==> config.mk <==
export PLATFORM = sky130hd
export DESIGN_NAME = mult8_seq_ctrl_flat
export DESIGN_NICKNAME = d
export VERILOG_FILES = /design/src/rtl/mult_seq_pkg.sv /design/src/rtl/mult8_seq_ctrl_if.sv /design/src/rtl/mult4x4_array.sv /design/src/rtl/mult8_seq_ctrl.sv /design/src/flat_wrapper.sv
export SDC_FILE = /design/constraint.sdc
export NUM_CORES = 1
export LEC_CHECK = 0
export ABC_AREA = 1
export CORE_AREA = 5 5 146 92
export CTS_CLUSTER_DIAMETER = 200
export CTS_CLUSTER_SIZE = 28
export DETAILED_ROUTE_END_ITERATION = 10
export DIE_AREA = 0 0 151 97
export GPL_TIMING_DRIVEN = 0
export PLACE_DENSITY_LB_ADDON = 0.05
export SLEW_MARGIN = 20
export SYNTH_ARGS = -nofsm -noshare
export SYNTH_HDL_FRONTEND = slang
export SYNTH_SLANG_ARGS = --single-unit
==> constraint.sdc <==
create_clock -name clk -period 4.93 [get_ports clk]
set_input_delay 0.7395 -clock clk [delete_from_list [all_inputs] [get_ports clk]]
set_output_delay 0.7395 -clock clk [all_outputs]
set_load 0.03 [all_outputs]
==> src/rtl/mult_seq_pkg.sv <==
// Shared definitions for the sequential 8x8 multiplier controller.
// - state_e    : controller FSM encoding
// - ASelHi/BSelHi : per-step nibble select masks (bit n set = high nibble at step n)
// - step_shift : accumulator shift for each partial-product step
package mult_seq_pkg;

    typedef enum logic [1:0] {
        StIdle = 2'd0,
        StCalc = 2'd1,
        StDone = 2'd2
    } state_e;

    // Step order: 0 aL*bL, 1 aH*bL, 2 aL*bH, 3 aH*bH
    localparam logic [3:0] ASelHi = 4'b1010;
    localparam logic [3:0] BSelHi = 4'b1100;

    function automatic logic [3:0] step_shift(input logic [1:0] step);
        logic [3:0] sh;
        unique case (step)
            2'd0:    sh = 4'd0;
            2'd1:    sh = 4'd4;
            2'd2:    sh = 4'd4;
            default: sh = 4'd8;
        endcase
        return sh;
    endfunction

endpackage

==> src/rtl/mult8_seq_ctrl_if.sv <==
// Handshake bundle for mult8_seq_ctrl.
// Input side : in_valid/in_ready with operands a, b; abort
// Output side: out_valid/out_ready with product; busy and ops_done status
// slave modport is the controller view, master is the producer/consumer view.
interface mult8_seq_ctrl_if #(
    parameter int unsigned OPS_CNT_W = 8
);
    logic                 in_valid;
    logic                 in_ready;
    logic [7:0]           a;
    logic [7:0]           b;
    logic                 abort;
    logic                 out_valid;
    logic                 out_ready;
    logic [15:0]          product;
    logic                 busy;
    logic [OPS_CNT_W-1:0] ops_done;

    modport slave (
        input  in_valid, a, b, abort, out_ready,
        output in_ready, out_valid, product, busy, ops_done
    );

    modport master (
        output in_valid, a, b, abort, out_ready,
        input  in_ready, out_valid, product, busy, ops_done
    );
endinterface

==> src/rtl/mult4x4_array.sv <==
// Combinational 4x4 unsigned array multiplier.
// Ports: m_i[3:0] multiplicand, q_i[3:0] multiplier, p_o[7:0] product.
module mult4x4_array (
    input  logic [3:0] m_i,
    input  logic [3:0] q_i,
    output logic [7:0] p_o
);
    logic [7:0] sum;

    // Each multiplier bit gates one shifted row of the multiplicand.
    always_comb begin
        sum = '0;
        for (int i = 0; i < 4; i++) begin
            if (q_i[i]) begin
                sum = sum + ({4'b0000, m_i} << i);
            end
        end
    end

    assign p_o = sum;
endmodule

==> src/rtl/mult8_seq_ctrl.sv <==
// Sequencer forming 8x8 unsigned products with one shared 4x4 array multiplier.
// Ports: clk, rst (async, active-high); bus_if (slave) carries the operand handshake
// (in_valid/in_ready, a, b), abort, the result handshake (out_valid/out_ready, product),
// busy and the wrapping completed-operation counter ops_done.
// Parameters: SKIP_ZERO bypasses the four-step sequence for a zero operand;
// OPS_CNT_W sets the width of ops_done.
module mult8_seq_ctrl
    import mult_seq_pkg::*;
#(
    parameter bit          SKIP_ZERO = 1'b1,
    parameter int unsigned OPS_CNT_W = 8
) (
    input  logic                    clk,
    input  logic                    rst,
    mult8_seq_ctrl_if.slave         bus_if
);
    state_e               state_q, state_d;
    logic [1:0]           step_q, step_d;
    logic [7:0]           a_q, a_d;
    logic [7:0]           b_q, b_d;
    logic [15:0]          acc_q, acc_d;
    logic [15:0]          product_q, product_d;
    logic                 out_valid_q, out_valid_d;
    logic [OPS_CNT_W-1:0] ops_q, ops_d;

    logic [3:0]  m, q;
    logic [7:0]  pp;
    logic [15:0] pp_sh;
    logic [15:0] acc_sum;

    // Nibble muxes feeding the shared multiplier
    always_comb begin
        m       = ASelHi[step_q] ? a_q[7:4] : a_q[3:0];
        q       = BSelHi[step_q] ? b_q[7:4] : b_q[3:0];
        pp_sh   = {8'h00, pp} << step_shift(step_q);
        acc_sum = acc_q + pp_sh;
    end

    mult4x4_array u_mult (
        .m_i (m),
        .q_i (q),
        .p_o (pp)
    );

    always_comb begin
        state_d     = state_q;
        step_d      = step_q;
        a_d         = a_q;
        b_d         = b_q;
        acc_d       = acc_q;
        product_d   = product_q;
        out_valid_d = out_valid_q;
        ops_d       = ops_q;

        unique case (state_q)
            StIdle: begin
                // abort wins over a simultaneous handshake
                if (bus_if.in_valid && !bus_if.abort) begin
                    a_d    = bus_if.a;
                    b_d    = bus_if.b;
                    acc_d  = '0;
                    step_d = 2'd0;
                    if (SKIP_ZERO && (bus_if.a == 8'h00 || bus_if.b == 8'h00)) begin
                        state_d     = StDone;
                        product_d   = '0;
                        out_valid_d = 1'b1;
                    end else begin
                        state_d = StCalc;
                    end
                end
            end
            StCalc: begin
                if (bus_if.abort) begin
                    state_d = StIdle;
                    step_d  = 2'd0;
                end else begin
                    acc_d  = acc_sum;
                    step_d = step_q + 2'd1;
                    if (step_q == 2'd3) begin
                        product_d   = acc_sum;
                        out_valid_d = 1'b1;
                        state_d     = StDone;
                    end
                end
            end
            StDone: begin
                if (bus_if.abort) begin
                    out_valid_d = 1'b0;
                    state_d     = StIdle;
                end else if (bus_if.out_ready) begin
                    out_valid_d = 1'b0;
                    ops_d       = ops_q + OPS_CNT_W'(1);
                    state_d     = StIdle;
                end
            end
            default: begin
                state_d     = StIdle;
                out_valid_d = 1'b0;
            end
        endcase
    end

    always_ff @(posedge clk or posedge rst) begin
        if (rst) begin
            state_q     <= StIdle;
            step_q      <= 2'd0;
            a_q         <= '0;
            b_q         <= '0;
            acc_q       <= '0;
            product_q   <= '0;
            out_valid_q <= 1'b0;
            ops_q       <= '0;
        end else begin
            state_q     <= state_d;
            step_q      <= step_d;
            a_q         <= a_d;
            b_q         <= b_d;
            acc_q       <= acc_d;
            product_q   <= product_d;
            out_valid_q <= out_valid_d;
            ops_q       <= ops_d;
        end
    end

    assign bus_if.in_ready  = (state_q == StIdle);
    assign bus_if.busy      = (state_q != StIdle);
    assign bus_if.out_valid = out_valid_q;
    assign bus_if.product   = product_q;
    assign bus_if.ops_done  = ops_q;
endmodule

==> src/flat_wrapper.sv <==
// flat-port wrapper written by rule: the top's interface ports become plain ports
module mult8_seq_ctrl_flat import mult_seq_pkg::*;
#(
    parameter bit          SKIP_ZERO = 1'b1,
    parameter int unsigned OPS_CNT_W = 8
)
  (clk, rst, bus_if_in_valid, bus_if_a, bus_if_b, bus_if_abort, bus_if_out_ready, bus_if_in_ready, bus_if_out_valid, bus_if_product, bus_if_busy, bus_if_ops_done);
  mult8_seq_ctrl_if #(.OPS_CNT_W(OPS_CNT_W)) bus_if_i ();
  input  logic clk;
  input  logic rst;
  input wire logic [$bits(bus_if_i.in_valid)-1:0] bus_if_in_valid;
  input wire logic [$bits(bus_if_i.a)-1:0] bus_if_a;
  input wire logic [$bits(bus_if_i.b)-1:0] bus_if_b;
  input wire logic [$bits(bus_if_i.abort)-1:0] bus_if_abort;
  input wire logic [$bits(bus_if_i.out_ready)-1:0] bus_if_out_ready;
  output wire logic [$bits(bus_if_i.in_ready)-1:0] bus_if_in_ready;
  output wire logic [$bits(bus_if_i.out_valid)-1:0] bus_if_out_valid;
  output wire logic [$bits(bus_if_i.product)-1:0] bus_if_product;
  output wire logic [$bits(bus_if_i.busy)-1:0] bus_if_busy;
  output wire logic [$bits(bus_if_i.ops_done)-1:0] bus_if_ops_done;
  assign bus_if_i.in_valid = bus_if_in_valid;
  assign bus_if_i.a = bus_if_a;
  assign bus_if_i.b = bus_if_b;
  assign bus_if_i.abort = bus_if_abort;
  assign bus_if_i.out_ready = bus_if_out_ready;
  assign bus_if_in_ready = bus_if_i.in_ready;
  assign bus_if_out_valid = bus_if_i.out_valid;
  assign bus_if_product = bus_if_i.product;
  assign bus_if_busy = bus_if_i.busy;
  assign bus_if_ops_done = bus_if_i.ops_done;
  mult8_seq_ctrl #(.SKIP_ZERO(SKIP_ZERO), .OPS_CNT_W(OPS_CNT_W)) u_core (.clk(clk), .rst(rst), .bus_if(bus_if_i));
endmodule
==> impl_results.md, run 1 <==
- P per Cell Area: 811 nW/µm²
- Final Hold Slack: 0.465 ns
- Worst Tran Pin Value: 0.767 ns
- Cell Area, Placed: 4800 µm²
- Global-route wire length before repair: 18600 µm
- Final min period: 5.13 ns
- Rel. slew slack: 0.487
- CORE AREA: 11900 µm²
- Post-route setup slack: -0.198 ns
- Final Routed Wirelength: 11800 µm
- Slowest CP cell: dfrtp_1
- Total gr overflow: 0
- DR vias: 3964
- N_diodes: 0
- I/O pin cnt: 48
- Clk_skew: 0.00817 ns
- Design Area, Final: 5920 µm²
- Critical Path RT: 5.21 ns
- Worst EP arrival: 5.41 ns
- RSZ-0062 raised after global routing: true
- WL/cell: 14.1 µm
- Final slew viol count: 0
- Post-synthesis cell type count: 40
- Crit. End Element: register
- PortBufs: 47
- Row cnt: 31
- Seq/Total Area, Yosys: 0.372
- Final GP Congestion: 0.821
- Setup TNS: -0.773 ns
- Worst Path Buf+Inv: 8
- Top cells by count, synth: nand2_1 (187), dfrtp_1 (61), inv_1 (53), o21ai_0 (37), ha_1 (27)
- Crit start category: register
- Clock Path Buffers: 2
- Die W: 151 µm
- Area Overhead vs Synth: 44.4%
- Fraction of layout cells with a size suffix above 1: 0.292
- Final setup viols: 7
- Core Util, Final: 0.499
- Syn avg cell area: 7.44 µm²
- Highest cell delay on the worst timing path: 0.39 ns
- Chip Height: 97 µm
- Drt drc: 0
- Fmax: 195 MHz
- Max Cap Viol: 0
- CTS Buf Count: 9
- Synth area leaders: dfrtp_1 (37%), nand2_1 (17%), ha_1 (8.2%)
- Number of synthesized flops with an enable pin: 0
- Synth area leader: dfrtp_1
- Crit Path Category: register to register
- Clock latency on the worst-skew pair: 0.34 ns
- Die ar.: 14600 µm²
- Syn Nets: 600
- Clock tree from TritonCTS: built
- Initial DRC count: 211
- Tot GR Track Use: 0.159
- DR vias/cell: 4.76
- Post-detailed-route count of antenna-violating nets: 0
- Yosys warnings: 0
- Post-DP HPWL: 8080 µm
- Critical Path Fanout Max: 9
- H-tree Lvls: 3
- Clock slew at reported path FFs: 0.06 ns
- Largest net degree at the start of global routing: 37
- Ys flop type: dfrtp_1
- CTS Sinks: 61
- Async S/R FF share, synth: 1.00
- Drt first pass iters: 4
- Vias in the first global route: 3908
- Post-synth top area share: 0.372
- Synthesized cell area: 4100 µm²
- CP delay by family, top: simple AND/OR/NAND/NOR gates
- Fin crit share: 1.04
- Final nets: 712
- Failing checks: negative setup slack
- Post-Syn Instances: 551
- Root buffer cell: clkbuf_16
- Count leader, synth: nand2_1
- Hold Crit Class: register to register
- Status: finished, violations left
- Seq cells post-synth: 61
- Most frequent CP cell: nand2_2
- Initial Util: 0.346
- P_leak: 2.87 nW
- Antenna violations before repair: 0
- VDD IR max: 0.314 mV
- Final Hold Vio Count: 0
==> power breakdown <==
part           switching [mW]  internal, mW
clock                   0.247         0.408
sequential              0.118         0.673
combinational            1.92          1.44
==> area by class of cell <==
type	instances	area, µm²
Fill cell	1136	5950
Multi-Input combinational cell	416	2670
Sequential cell	61	1530
Timing Repair Buffer	101	896
Inverter	62	255
Clock buffer	10	239
Tap cell	165	206
Clock inverter	6	71.3
Buffer	12	60.1
==> cell families (layout without fill, tap and decap cells) <==
family,count (synthesis),count (layout),synth area share
flip-flops,61,61,0.372
XOR/XNOR,10,10,0.0214
AND/OR/NAND/NOR,288,288,0.325
buffers and inverters,74,191,0.0738
adder cells (fa/ha/maj),28,28,0.0872
AO/OA/AOI/OAI,90,90,0.121
==> state kept, by name, summed over array words and instances (netlist names) <==
register and count:
u_core.bus_if.product 16, u_core.bus_if.ops_done 8, u_core.bus_if.out_valid 1, u_core.a_q 8, u_core.b_q 8, u_core.step_q 2
u_core.state_q 2, u_core.acc_q 16
==> placed cells by master, fill, tap and decap left out, types with 9 or more instances in the layout <==
master	instances
o21ai_1	17
nand2_1	169
clkbuf_1	10
inv_2	13
inv_1	42
dfrtp_1	61
buf_4	51
ha_1	17
o21ai_2	13
ha_4	10
a21oi_2	10
nand2_2	34
nor2_1	23
o21ai_0	20
nand3_1	15
clkbuf_16	9
clkdlybuf4s50_1	47
a21oi_1	14
==> through the flow <==
step                setup slack (ns)  total power, mW  cells
global placement              -0.555             2.96    763
CTS                           -0.209             4.23    812
detailed placement            -0.620             2.99    764
floorplan                      0.265             2.41    551
global route                  -0.589             5.18    833
finish                        -0.198             4.80    833
==> path summary, 6_finish.rpt <==
check / start / endpoint / slack [ns] / cells past startpoint
setup / recovery: u_core.step_q[1]$_DFFE_PP0P_ / u_core.bus_if.product[15]$_DFFE_PP0P_ / -0.20 / 41
min in group asynchronous: rst / u_core.b_q[3]$_DFFE_PP0P_ / 0.73 / 2
hold / removal: u_core.bus_if.ops_done[7]$_DFFE_PP0P_ / u_core.bus_if.ops_done[7]$_DFFE_PP0P_ / 0.47 / 1
setup reg to reg: u_core.step_q[1]$_DFFE_PP0P_ / u_core.bus_if.product[15]$_DFFE_PP0P_ / -0.20 / 41
max in group asynchronous: rst / u_core.bus_if.product[14]$_DFFE_PP0P_ / 3.67 / 3
hold reg to reg: u_core.bus_if.ops_done[7]$_DFFE_PP0P_ / u_core.bus_if.ops_done[7]$_DFFE_PP0P_ / 0.47 / 1
==> timing repair <==
item / in CTS / in global routing
hold endpoints to repair: 0 / 0
setup buffers: 32 / 22
cloned: 0 / 0
setup endpoints to repair: 16 / 20
pin swaps: 37 / 57
hold buffers: 0 / 0
gates resized for setup: 51 / 61
==> layer usage <==
layer | GRT usage | wire length (µm) | up-vias
met3 | 0.0462 | 603 | 19
li1 | - | - | 2016
met2 | 0.225 | 4840 | 91
met4 | 0.0501 | 167 | 0
met5 | 0 | 0 | -
met1 | 0.230 | 6170 | 1838
Note: power is estimated with default switching activity, not from simulation.
==> run 2, diff against run 1 <==
--- a/config.mk
+++ b/config.mk
@@ -11,7 +11,6 @@
 export CTS_CLUSTER_SIZE = 28
 export DETAILED_ROUTE_END_ITERATION = 10
 export DIE_AREA = 0 0 151 97
-export GPL_TIMING_DRIVEN = 0
 export PLACE_DENSITY_LB_ADDON = 0.05
 export SLEW_MARGIN = 20
 export SYNTH_ARGS = -nofsm -noshare
==> constraint.sdc (replaced) <==
create_clock -name clk -period 4.93 [get_ports clk]
set_input_delay 0.7395 -clock clk [delete_from_list [all_inputs] [get_ports clk]]
set_output_delay 0.7395 -clock clk [all_outputs]
set_load 0.005 [all_outputs]
==> run 2 against run 1 <==
Effect of this change:
- the run now ends clean
- flip-flop and latch count stayed put
- register-to-register slack better by 0.31 ns
- sequential power is 2% higher
- non-clock buffer count is 7 higher
- first-iteration DRC count is 0.95% higher
- setup slack better by 0.31 ns
- maximum frequency is 6.4% higher
- clock power is 6.4% higher
- worst hold slack better by 0.0025 ns
- clock-buffer cell count is 2 higher
- power is 1.8% lower
- critical path type unchanged
- highest routed layer unchanged
==> impl_results.md, run 2 (same netlist as run 1, synthesis figures left out) <==
- P_leak: 2.94 nW (+2.4%)
- Vias in the first global route: 3820 (-2.3%)
- Chip Height: 97 µm (unchanged)
- DR vias/cell: 4.65 (-2.2%)
- Critical Path RT: 5.14 ns (-0.07 ns)
- Root buffer cell: clkbuf_16
- Final min period: 4.82 ns (-0.309 ns)
- Largest net degree at the start of global routing: 45 (+22%)
- Fillers: 1155 (+1.7%)
- Status: complete, no violations
- Clock Path Buffers: 2 (unchanged)
- Final slew viol count: 0 (unchanged)
- Met2 usage: 0.227 (+0.00171)
- Max Cap Viol: 0 (unchanged)
- Final Routed Wirelength: 11300 µm (-3.8%)
- Antenna violations before repair: 0 (unchanged)
- Crit. End Element: register
- Clock latency on the worst-skew pair: 0.33 ns (about the same)
- Initial DRC count: 213 (+0.95%)
- Most frequent CP cell: nand2_2
- Crit start category: register
- Register Area: 1530 µm² (about the same)
- Busiest metal layer after global routing: met1
- Multi-input logic area: 2610 µm² (-2.2%)
- Highest cell delay on the worst timing path: 0.47 ns (+0.08 ns)
- WL/cell: 13.5 µm (-4.5%)
- Post-DP HPWL: 8390 µm (+3.8%)
- Initial Util: 0.346 (unchanged)
- Die ar.: 14600 µm² (unchanged)
- VDD IR max: 0.298 mV (-5.1%)
- Final nets: 719 (+0.98%)
- Die W: 151 µm (unchanged)
- PortBufs: 47 (unchanged)
- Clock tree from TritonCTS: built
- Rel. slew slack: 0.457 (-0.0294)
- Slowest CP cell: dfrtp_2
- Worst EP arrival: 5.03 ns (-0.38 ns)
- Drt drc: 0 (unchanged)
- Clock slew at reported path FFs: 0.06 ns (about the same)
- M1 GR Usage: 0.238 (+0.00821)
- Final setup viols: 0 (-7)
- DR vias: 3905 (-1.5%)
- Crit Path Category: register to register
- Total gr overflow: 0 (unchanged)
- Most frequent cells in the layout: nand2_1 (170), buf_4 (67), dfrtp_1 (60)
- Tot GR Track Use: 0.158 (-0.000360)
- Post-detailed-route count of antenna-violating nets: 0 (unchanged)
- Fin cells: 839 (+0.72%)
- Clk_skew: 0.00682 ns (-0.00135 ns)
- Post-route setup slack: 0.111 ns (+0.309 ns)
- Most common cell after layout, fill and taps aside: nand2_1
- Hold Crit Class: register to register
- RSZ-0062 raised after global routing: true
- N_diodes: 0 (unchanged)
- Drt first pass iters: 4 (unchanged)
- Cts hold-fix bufs: 0 (unchanged)
- Cells after DPL: 799 (+4.6%)
- Setup TNS: 0 ns (+0.773 ns)
- Critical Path Fanout Max: 5 (-4)
- H-tree Lvls: 3 (unchanged)
- Worst Tran Pin Value: 0.813 ns (+0.0460 ns)
- Fmax: 208 MHz (+6.4%)
- CORE AREA: 11900 µm² (unchanged)
- Setup WS pre-CTS: -0.313 ns (+0.307 ns)
- Fin crit share: 0.977 (-0.0627)
- Row cnt: 31 (unchanged)
- CTS Buf Count: 9 (unchanged)
- Final GP Congestion: 0.818 (-0.41%)
- M3 GR Usage: 0.0374 (-0.00887)
- Final Hold Vio Count: 0 (unchanged)
- Area Overhead vs Synth: 45.5%
- I/O pin cnt: 48 (unchanged)
- CTS Sinks: 61 (unchanged)
- Global-route wire length before repair: 18800 µm (+0.89%)
- Fraction of layout cells with a size suffix above 1: 0.298 (+0.00630)
- P per Cell Area: 791 nW/µm² (-2.5%)
run 2: changes by cell type in the layout (fill, tap and decap cells not counted), moves of 3 or more:
| cell | previous run | this run |
|---|---|---|
| a21oi_1 | 14 | 19 |
| a21oi_2 | 10 | 4 |
| buf_4 | 51 | 67 |
| clkbuf_1 | 10 | 1 |
| inv_1 | 42 | 45 |
run 2: final cells by class:
class	count	area share
well taps	165	0.0346
inverters	62	0.0413
multi-input cells	416	0.438
repair buffers	120	0.176
clock inverters	3	0.0115
clock buffers	12	0.0430
flip-flops and latches	61	0.256
run 2: worst paths after layout:
check | cells after the start | startpoint | slack, ns | end
worst max-delay path | 43 | u_core.step_q[0]$_DFFE_PP0P_ | 0.11 | u_core.bus_if.product[15]$_DFFE_PP0P_
worst min-delay path | 2 | u_core.bus_if.product[1]$_DFFE_PP0P_ | 0.47 | u_core.bus_if.product[1]$_DFFE_PP0P_
worst max register to register | 43 | u_core.step_q[0]$_DFFE_PP0P_ | 0.11 | u_core.bus_if.product[15]$_DFFE_PP0P_
worst min register to register | 2 | u_core.bus_if.product[1]$_DFFE_PP0P_ | 0.47 | u_core.bus_if.product[1]$_DFFE_PP0P_
max in group asynchronous | 3 | rst | 3.31 | u_core.bus_if.product[8]$_DFFE_PP0P_
min in group asynchronous | 2 | rst | 0.86 | u_core.state_q[1]$_DFFE_PP0P_
run 2: worst max-delay path: cells and delay by family (launching register included):
| family | cells | cell delay (ns) |
|---|---|---|
| AO/OA/AOI/OAI | 8 | 1.07 |
| AND/OR/NAND/NOR | 19 | 1.46 |
| adder cells (fa/ha/maj) | 4 | 0.76 |
| buffers and inverters | 12 | 0.96 |
| flip-flops | 1 | 0.47 |
run 2: metal layers:
| layer | wire, µm | vias up |
|---|---|---|
| met3 | 436 | 9 |
| met1 | 6110 | 1805 |
| met2 | 4690 | 67 |
| met5 | 0 | - |
| met4 | 97 | 0 |
| li1 | - | 2024 |
run 2: what timing repair did:
| item | CTS | global route |
|---|---|---|
| gates resized for setup | 41 | 60 |
| setup endpoints to repair | 15 | 18 |
| pin swaps | 38 | 49 |
| buffers inserted | 16 | 9 |
run 2: power by group:
part | internal, mW | leakage, nW | total, mW | switching [mW]
clock | 0.468 | 0.159 | 0.697 | 0.228
sequential | 0.674 | 0.805 | 0.810 | 0.136
combinational | 1.50 | 1.97 | 3.21 | 1.71
total | 2.64 | 2.94 | 4.72 | 2.07
run 2: per-stage QoR:
stage / area, µm² / utilization / hold slack, ns / power, mW
CTS: 5710 / 0.481 / 0.472 / 4.37
global placement: 5080 / 0.428 / 0.456 / 3.21
global route: 5970 / 0.503 / 0.491 / 5.13
finish: 5970 / 0.503 / 0.468 / 4.72
floorplan: 4100 / - / 0.442 / 2.28
detailed placement: 5080 / 0.428 / 0.461 / 3.25
